$ cat src/rtl/cla_adder_pipe.sv
// Two-stage pipelined carry-lookahead adder/subtractor with a valid/ready stream interface.
// Stage 1 registers bit and group propagate/generate terms; stage 2 resolves carries and the sum.
module cla_adder_pipe #(
    parameter int WIDTH = 16,
    parameter int GROUP = 4
) (
    input  logic             clk,
    input  logic             rst,
    input  logic             in_valid,
    output logic             in_ready,
    input  logic [WIDTH-1:0] a,
    input  logic [WIDTH-1:0] b,
    input  logic             cin,
    input  logic             sub,
    output logic             out_valid,
    input  logic             out_ready,
    output logic [WIDTH-1:0] sum,
    output logic             cout,
    output logic             ovf
);
    localparam int NG = WIDTH / GROUP;

    if ((WIDTH % GROUP) != 0 || WIDTH < GROUP) begin : g_param_check
        $error("cla_adder_pipe: WIDTH must be a non-zero multiple of GROUP");
    end

    logic             v1_q, v2_q;
    logic [WIDTH-1:0] p_q, g_q, p_d, g_d, b_eff;
    logic [NG-1:0]    gp_q, gg_q, gp_d, gg_d;
    logic             c0_q, c0_d;
    logic [WIDTH-1:0] sum_q, sum_d, bc;
    logic [NG:0]      gc;
    logic             cout_q, cout_d, ovf_q, ovf_d;
    logic             s1_term, s2_term, s2_acc;
    logic             adv;

    assign adv       = !v2_q || out_ready;
    assign in_ready  = adv;
    assign out_valid = v2_q;
    assign sum       = sum_q;
    assign cout      = cout_q;
    assign ovf       = ovf_q;

    always_comb begin
        b_eff   = sub ? ~b : b;
        c0_d    = sub | cin;
        p_d     = a ^ b_eff;
        g_d     = a & b_eff;
        gp_d    = '0;
        gg_d    = '0;
        s1_term = 1'b0;
        for (int j = 0; j < NG; j++) begin
            gp_d[j] = &p_d[j*GROUP +: GROUP];
            for (int k = 0; k < GROUP; k++) begin
                s1_term = g_d[j*GROUP+k];
                for (int m = k + 1; m < GROUP; m++)
                    s1_term = s1_term & p_d[j*GROUP+m];
                gg_d[j] = gg_d[j] | s1_term;
            end
        end
    end

    // Group and bit carries are built as sum-of-products so no carry ripples between terms.
    always_comb begin
        gc      = '0;
        bc      = '0;
        s2_term = 1'b0;
        s2_acc  = 1'b0;
        for (int j = 0; j <= NG; j++) begin
            s2_acc = c0_q;
            for (int m = 0; m < j; m++)
                s2_acc = s2_acc & gp_q[m];
            for (int k = 0; k < j; k++) begin
                s2_term = gg_q[k];
                for (int m = k + 1; m < j; m++)
                    s2_term = s2_term & gp_q[m];
                s2_acc = s2_acc | s2_term;
            end
            gc[j] = s2_acc;
        end
        for (int j = 0; j < NG; j++) begin
            for (int i = 0; i < GROUP; i++) begin
                s2_acc = gc[j];
                for (int m = 0; m < i; m++)
                    s2_acc = s2_acc & p_q[j*GROUP+m];
                for (int k = 0; k < i; k++) begin
                    s2_term = g_q[j*GROUP+k];
                    for (int m = k + 1; m < i; m++)
                        s2_term = s2_term & p_q[j*GROUP+m];
                    s2_acc = s2_acc | s2_term;
                end
                bc[j*GROUP+i] = s2_acc;
            end
        end
        sum_d  = p_q ^ bc;
        cout_d = gc[NG];
        ovf_d  = bc[WIDTH-1] ^ gc[NG];
    end

    always_ff @(posedge clk) begin
        if (rst) begin
            v1_q   <= 1'b0;
            v2_q   <= 1'b0;
            p_q    <= '0;
            g_q    <= '0;
            gp_q   <= '0;
            gg_q   <= '0;
            c0_q   <= 1'b0;
            sum_q  <= '0;
            cout_q <= 1'b0;
            ovf_q  <= 1'b0;
        end else if (adv) begin
            v1_q   <= in_valid;
            p_q    <= p_d;
            g_q    <= g_d;
            gp_q   <= gp_d;
            gg_q   <= gg_d;
            c0_q   <= c0_d;
            v2_q   <= v1_q;
            sum_q  <= sum_d;
            cout_q <= cout_d;
            ovf_q  <= ovf_d;
        end
    end
endmodule

$ cat config.mk
export PLATFORM = sky130hd
export DESIGN_NAME = cla_adder_pipe
export DESIGN_NICKNAME = d
export VERILOG_FILES = /design/src/rtl/cla_adder_pipe.sv
export SDC_FILE = /design/constraint.sdc
export NUM_CORES = 1
export LEC_CHECK = 0
export ABC_AREA = 1
export ABC_CLOCK_PERIOD_IN_PS = 1630
export CORE_ASPECT_RATIO = 1.2
export CORE_MARGIN = 1
export CORE_UTILIZATION = 30
export DETAILED_ROUTE_END_ITERATION = 7
export MAX_ROUTING_LAYER = met4
export SETUP_SLACK_MARGIN = 0.15
export SLEW_MARGIN = 10
export SYNTH_ARGS = -nofsm -noshare
export SYNTH_HDL_FRONTEND = slang
export SYNTH_SLANG_ARGS = --single-unit
$ cat constraint.sdc
create_clock -name clk -period 1.63 [get_ports clk]
set_input_delay 0.163 -clock clk [delete_from_list [all_inputs] [get_ports clk]]
set_output_delay 0.163 -clock clk [all_outputs]
set_load 0.01 [all_outputs]
==> results.rst, run 1 <==
.. list-table::
   :header-rows: 1

   * - Metric
     - Value
   * - Post-Place Cell Area
     - 3628 um2
   * - Sw Share
     - 0.2711
   * - Area share of fa/ha/maj cells after synthesis
     - 0.08834
   * - Largest incremental delay on the critical path
     - 360 ps
   * - Top-count cell post-synth
     - sky130_fd_sc_hd__dfxtp_1
   * - Switching power
     - 1.040 mW
   * - Fin crit period
     - 1552 ps
   * - Setup Viol. Count Final
     - 0
   * - WL final
     - 6.841 mm
   * - Post-detailed-route count of antenna-violating nets
     - 0
   * - Reported max-cap violation count
     - 0
   * - Clock Sinks
     - 57
   * - Number of endpoints with negative hold slack in the final report
     - 0
   * - Total power divided by cell area
     - 970.5 nW/um2
   * - Synth top area cells
     - sky130_fd_sc_hd__dfxtp_1 (40%), sky130_fd_sc_hd__ha_1 (8.8%), sky130_fd_sc_hd__xor2_1 (7.4%)
   * - Hold slack
     - 449.7 ps
   * - Number of synthesized register bits
     - 57
   * - Filler cell count
     - 912
   * - Remaining Overflow, GRT
     - 0
   * - TritonCTS clock tree
     - done
   * - Detailed-route wire length per cell
     - 12.00 um
   * - Count of buffers inserted at the top-level ports
     - 57
   * - Number of cells in the design after placement
     - 546
   * - Final period util
     - 0.9521
   * - Ports placed on the boundary
     - 58
   * - Initial drt markers
     - 95
   * - Via-to-Cell Ratio
     - 4.532
   * - Cell Chain, Critical Path
     - nand3_2 -> nand4_1 -> ha_2 -> or2_2 -> xor2_1 -> o21bai_1 -> inv_1
   * - Placement Rows
     - 38
   * - Post-route cell area
     - 3953 um2
   * - Initial Utilization
     - 0.3103
   * - Peak clock frequency supported by timing
     - 0.6444 GHz
   * - Post-Synthesis Mean Instance Area
     - 7.656 um2
   * - Hold-fix buffers, CTS
     - 0
   * - Data required, critical path
     - 1870 ps
   * - H-Tree Level Count
     - 3
   * - Ratio of cells with drive above 1 in the final layout
     - 0.1289
   * - DIE HEIGHT
     - 108.4 um
   * - Leading area contributor after synthesis
     - sky130_fd_sc_hd__dfxtp_1
   * - Root Buffer
     - sky130_fd_sc_hd__clkbuf_8
   * - Number of cells produced by synthesis
     - 370
   * - Internal portion of total power
     - 2.796 mW
   * - Count of vias placed by the detailed router
     - 2583
   * - Total iterations of the first detailed-routing run
     - 4
   * - Worst-case setup slack after placement
     - -246.5 ps
   * - Via count of the first global-routing pass
     - 2367
   * - Remaining DRCs
     - 0
   * - Dominant register cell in the synthesized netlist
     - sky130_fd_sc_hd__dfxtp_1
   * - First-pass GRT wire length
     - 11.14 mm
   * - Run status
     - finished clean
   * - Crit path setup slack, layout
     - 78.11 ps
   * - Count of synthesis-stage warnings from yosys
     - 0
   * - Category of the most critical setup path
     - reg -> reg
   * - Area growth from synthesis to final layout
     - 39.53%
   * - Commonest cells in the netlist
     - sky130_fd_sc_hd__dfxtp_1 (57), sky130_fd_sc_hd__nor2_1 (51), sky130_fd_sc_hd__nand2_1 (46)
   * - Overall fraction of global-route tracks in use
     - 0.1503
   * - Top cell family by delay on the critical path
     - simple AND/OR/NAND/NOR gates
   * - Crit. End Element
     - flop
   * - Largest net degree at the start of global routing
     - 34
   * - DIE WIDTH
     - 90.71 um
   * - Compound-Gate Fraction of Synth Area
     - 0.1727
   * - Count of inserted antenna diode cells
     - 0
   * - Worst-case clock buffer depth
     - 2
   * - Hpwl dp
     - 4.772 mm
   * - Antenna violations before repair
     - 0
   * - Slew margin rel.
     - 0.7918
   * - Share of total power in sequential cells
     - 0.424
   * - CP Buf/Inv Count
     - 1
   * - Clk pwr share
     - 0.346
   * - Final max-slew violation count
     - 0
   * - Worst Max-Slew Pin Slew
     - 312.3 ps
   * - XOR/XNOR Fraction of Synth Area
     - 0.07420
   * - Worst-path clk slew
     - 60 ps
   * - Number of enable-type register cells in the synthesized netlist
     - 0
   * - Global placement routability congestion
     - 0.8047
   * - Post-synthesis instance area
     - 2833 um2
   * - Simple-gate share of the synthesized area
     - 0.1718
   * - Final Net Count
     - 504
   * - Worst vdd ir
     - 380.1 uV
   * - Multiplexer area fraction after synthesis
     - 0
   * - Clock Skews
     - 8.395 ps
   * - Leakage power
     - 1.883 nW
   * - Dominant combinational cell family by area after synthesis
     - compound AO/OA/AOI/OAI gates
   * - Core Area
     - 9129 um2
   * - Share of flip-flops with an asynchronous set or reset after synthesis
     - 0
   * - Post-synthesis net count
     - 428
   * - Largest fanout of any net on the critical path
     - 4
   * - Total die area
     - 9837 um2
   * - Combinational cell fraction of total power
     - 0.231
   * - Combined area of the multi-input logic cells
     - 1461 um2
   * - Clock latency at the later pin of the worst-skew pair
     - 340 ps
   * - Sequential cell area in the final layout
     - 1155 um2
   * - Highest-delay cell along the critical path
     - sky130_fd_sc_hd__dfxtp_4
   * - Number of distinct library cells after synthesis
     - 24
   * - Count of placed standard cells in the final layout, fillers left out
     - 570
   * - Type of the most critical hold path
     - in -> reg
   * - CTS buffer count
     - 9
   * - Startpoint Class
     - flop
   * - Data arrival time at the worst-slack endpoint
     - 1790 ps
   * - Setup repair after global routing missed its margin
     - yes
   * - Top cell type's share of synthesized area
     - 0.4028
   * - Sequential fraction of the synthesis area
     - 0.4028
## what timing repair did
action,in CTS,in global routing
setup buffers,7,1
setup endpoints to repair,9,9
gates cloned,1,0
resized for setup,10,10
pin swaps,7,10
## worst register-to-register path, cell delays in order, from the launching register on
cell	delay [ps]
sky130_fd_sc_hd__dfxtp_4	360
sky130_fd_sc_hd__nand3_2	70
sky130_fd_sc_hd__nand4_1	180
sky130_fd_sc_hd__ha_2	240
sky130_fd_sc_hd__or2_2	270
sky130_fd_sc_hd__xor2_1	140
sky130_fd_sc_hd__o21bai_1	140
sky130_fd_sc_hd__inv_1	50
## final cells by class
class / instances / area share
tap: 120 / 0.03799
clock inverter: 3 / 0.01013
multi-input combinational: 251 / 0.3697
sequential: 57 / 0.2922
inverter: 44 / 0.04179
clock buffer: 12 / 0.03925
timing repair buffer: 83 / 0.2089
## path summary, 6_finish.rpt
kind	startpoint	endpoint	slack, ps	depth (start not counted)
max	gp_q[2]	sum[13]	80	7
min	cin	c0_q	450	3
max reg2reg	gp_q[2]	sum[13]	80	7
min reg2reg	g_q[1]	g_q[1]	450	2
## flip-flops by register name, indices dropped and copies added, names as in the netlist
name / flops
gg_q: 4
v1_q: 1
out_valid: 1
cout: 1
g_q: 12
sum: 16
ovf: 1
c0_q: 1
gp_q: 4
p_q: 16
## through the flow
step                        util  power [mW]  TNS [ps]
after floorplan                -       2.105         0
after global placement    0.3975       2.476     -1046
after detailed placement  0.3975       2.497     -1546
after CTS                 0.4294       3.864         0
after global routing      0.4330       4.055    -66.87
final                     0.4330       3.836         0
## cells in the final DEF (no fill, tap or decap), types with 3 or more instances in the layout
cell type                         count
sky130_fd_sc_hd__clkbuf_8            11
sky130_fd_sc_hd__nand4_1              6
sky130_fd_sc_hd__dfxtp_4              3
sky130_fd_sc_hd__buf_12               3
sky130_fd_sc_hd__clkdlybuf4s50_1     55
sky130_fd_sc_hd__o21ai_0             36
sky130_fd_sc_hd__nand3_1             10
sky130_fd_sc_hd__buf_4               22
sky130_fd_sc_hd__dfxtp_1             52
sky130_fd_sc_hd__nor2_1              48
sky130_fd_sc_hd__a21oi_1             23
sky130_fd_sc_hd__nand2_2              4
sky130_fd_sc_hd__nand2_1             42
sky130_fd_sc_hd__ha_1                19
sky130_fd_sc_hd__o21bai_1            13
sky130_fd_sc_hd__o21ai_1             12
sky130_fd_sc_hd__xor2_1              24
sky130_fd_sc_hd__o21a_1               4
sky130_fd_sc_hd__nor2_2               3
sky130_fd_sc_hd__inv_1               42
## layer usage
metal	share of wire	global-route usage	wire length [um]	vias to the layer above
li1	-	-	-	1349
met1	0.45	0.1725	3083	1174
met2	0.49	0.2505	3357	48
met3	0.040	0.03586	271	12
met4	0.019	0.06452	128	0
met5	0	-	0	-
## cells by family (layout without fill, tap and decap cells)
logic type,count (synthesis),count (layout)
AND/OR/NAND/NOR,118,118
AO/OA/AOI/OAI,89,89
buffers and inverters,62,142
flip-flops,57,57
XOR/XNOR,24,24
adder cells (fa/ha/maj),20,20
## power by group through the flow
| stage | clock [mW] | combinational [mW] | sequential (mW) |
|---|---|---|---|
| floorplan | 0 | 0.436 | 1.67 |
| global placement | 0 | 0.823 | 1.65 |
| detailed placement | 0 | 0.840 | 1.66 |
| CTS | 1.36 | 0.882 | 1.63 |
| global route | 1.43 | 0.985 | 1.64 |
| finish | 1.33 | 0.885 | 1.63 |
No activity file was read; power rests on OpenSTA's default activity.
==> inputs of run 2 (changes only) <==
CAP_MARGIN = 20   (was not set)
==> results of run 2 <==
Same layout as run 1: the final DEF is identical, and so are final timing and power.
==> inputs of run 3 (changes only) <==
SKIP_LAST_GASP = 1   (was not set)
==> results of run 3 <==
Same layout as run 1: the final DEF is identical, and so are final timing and power.
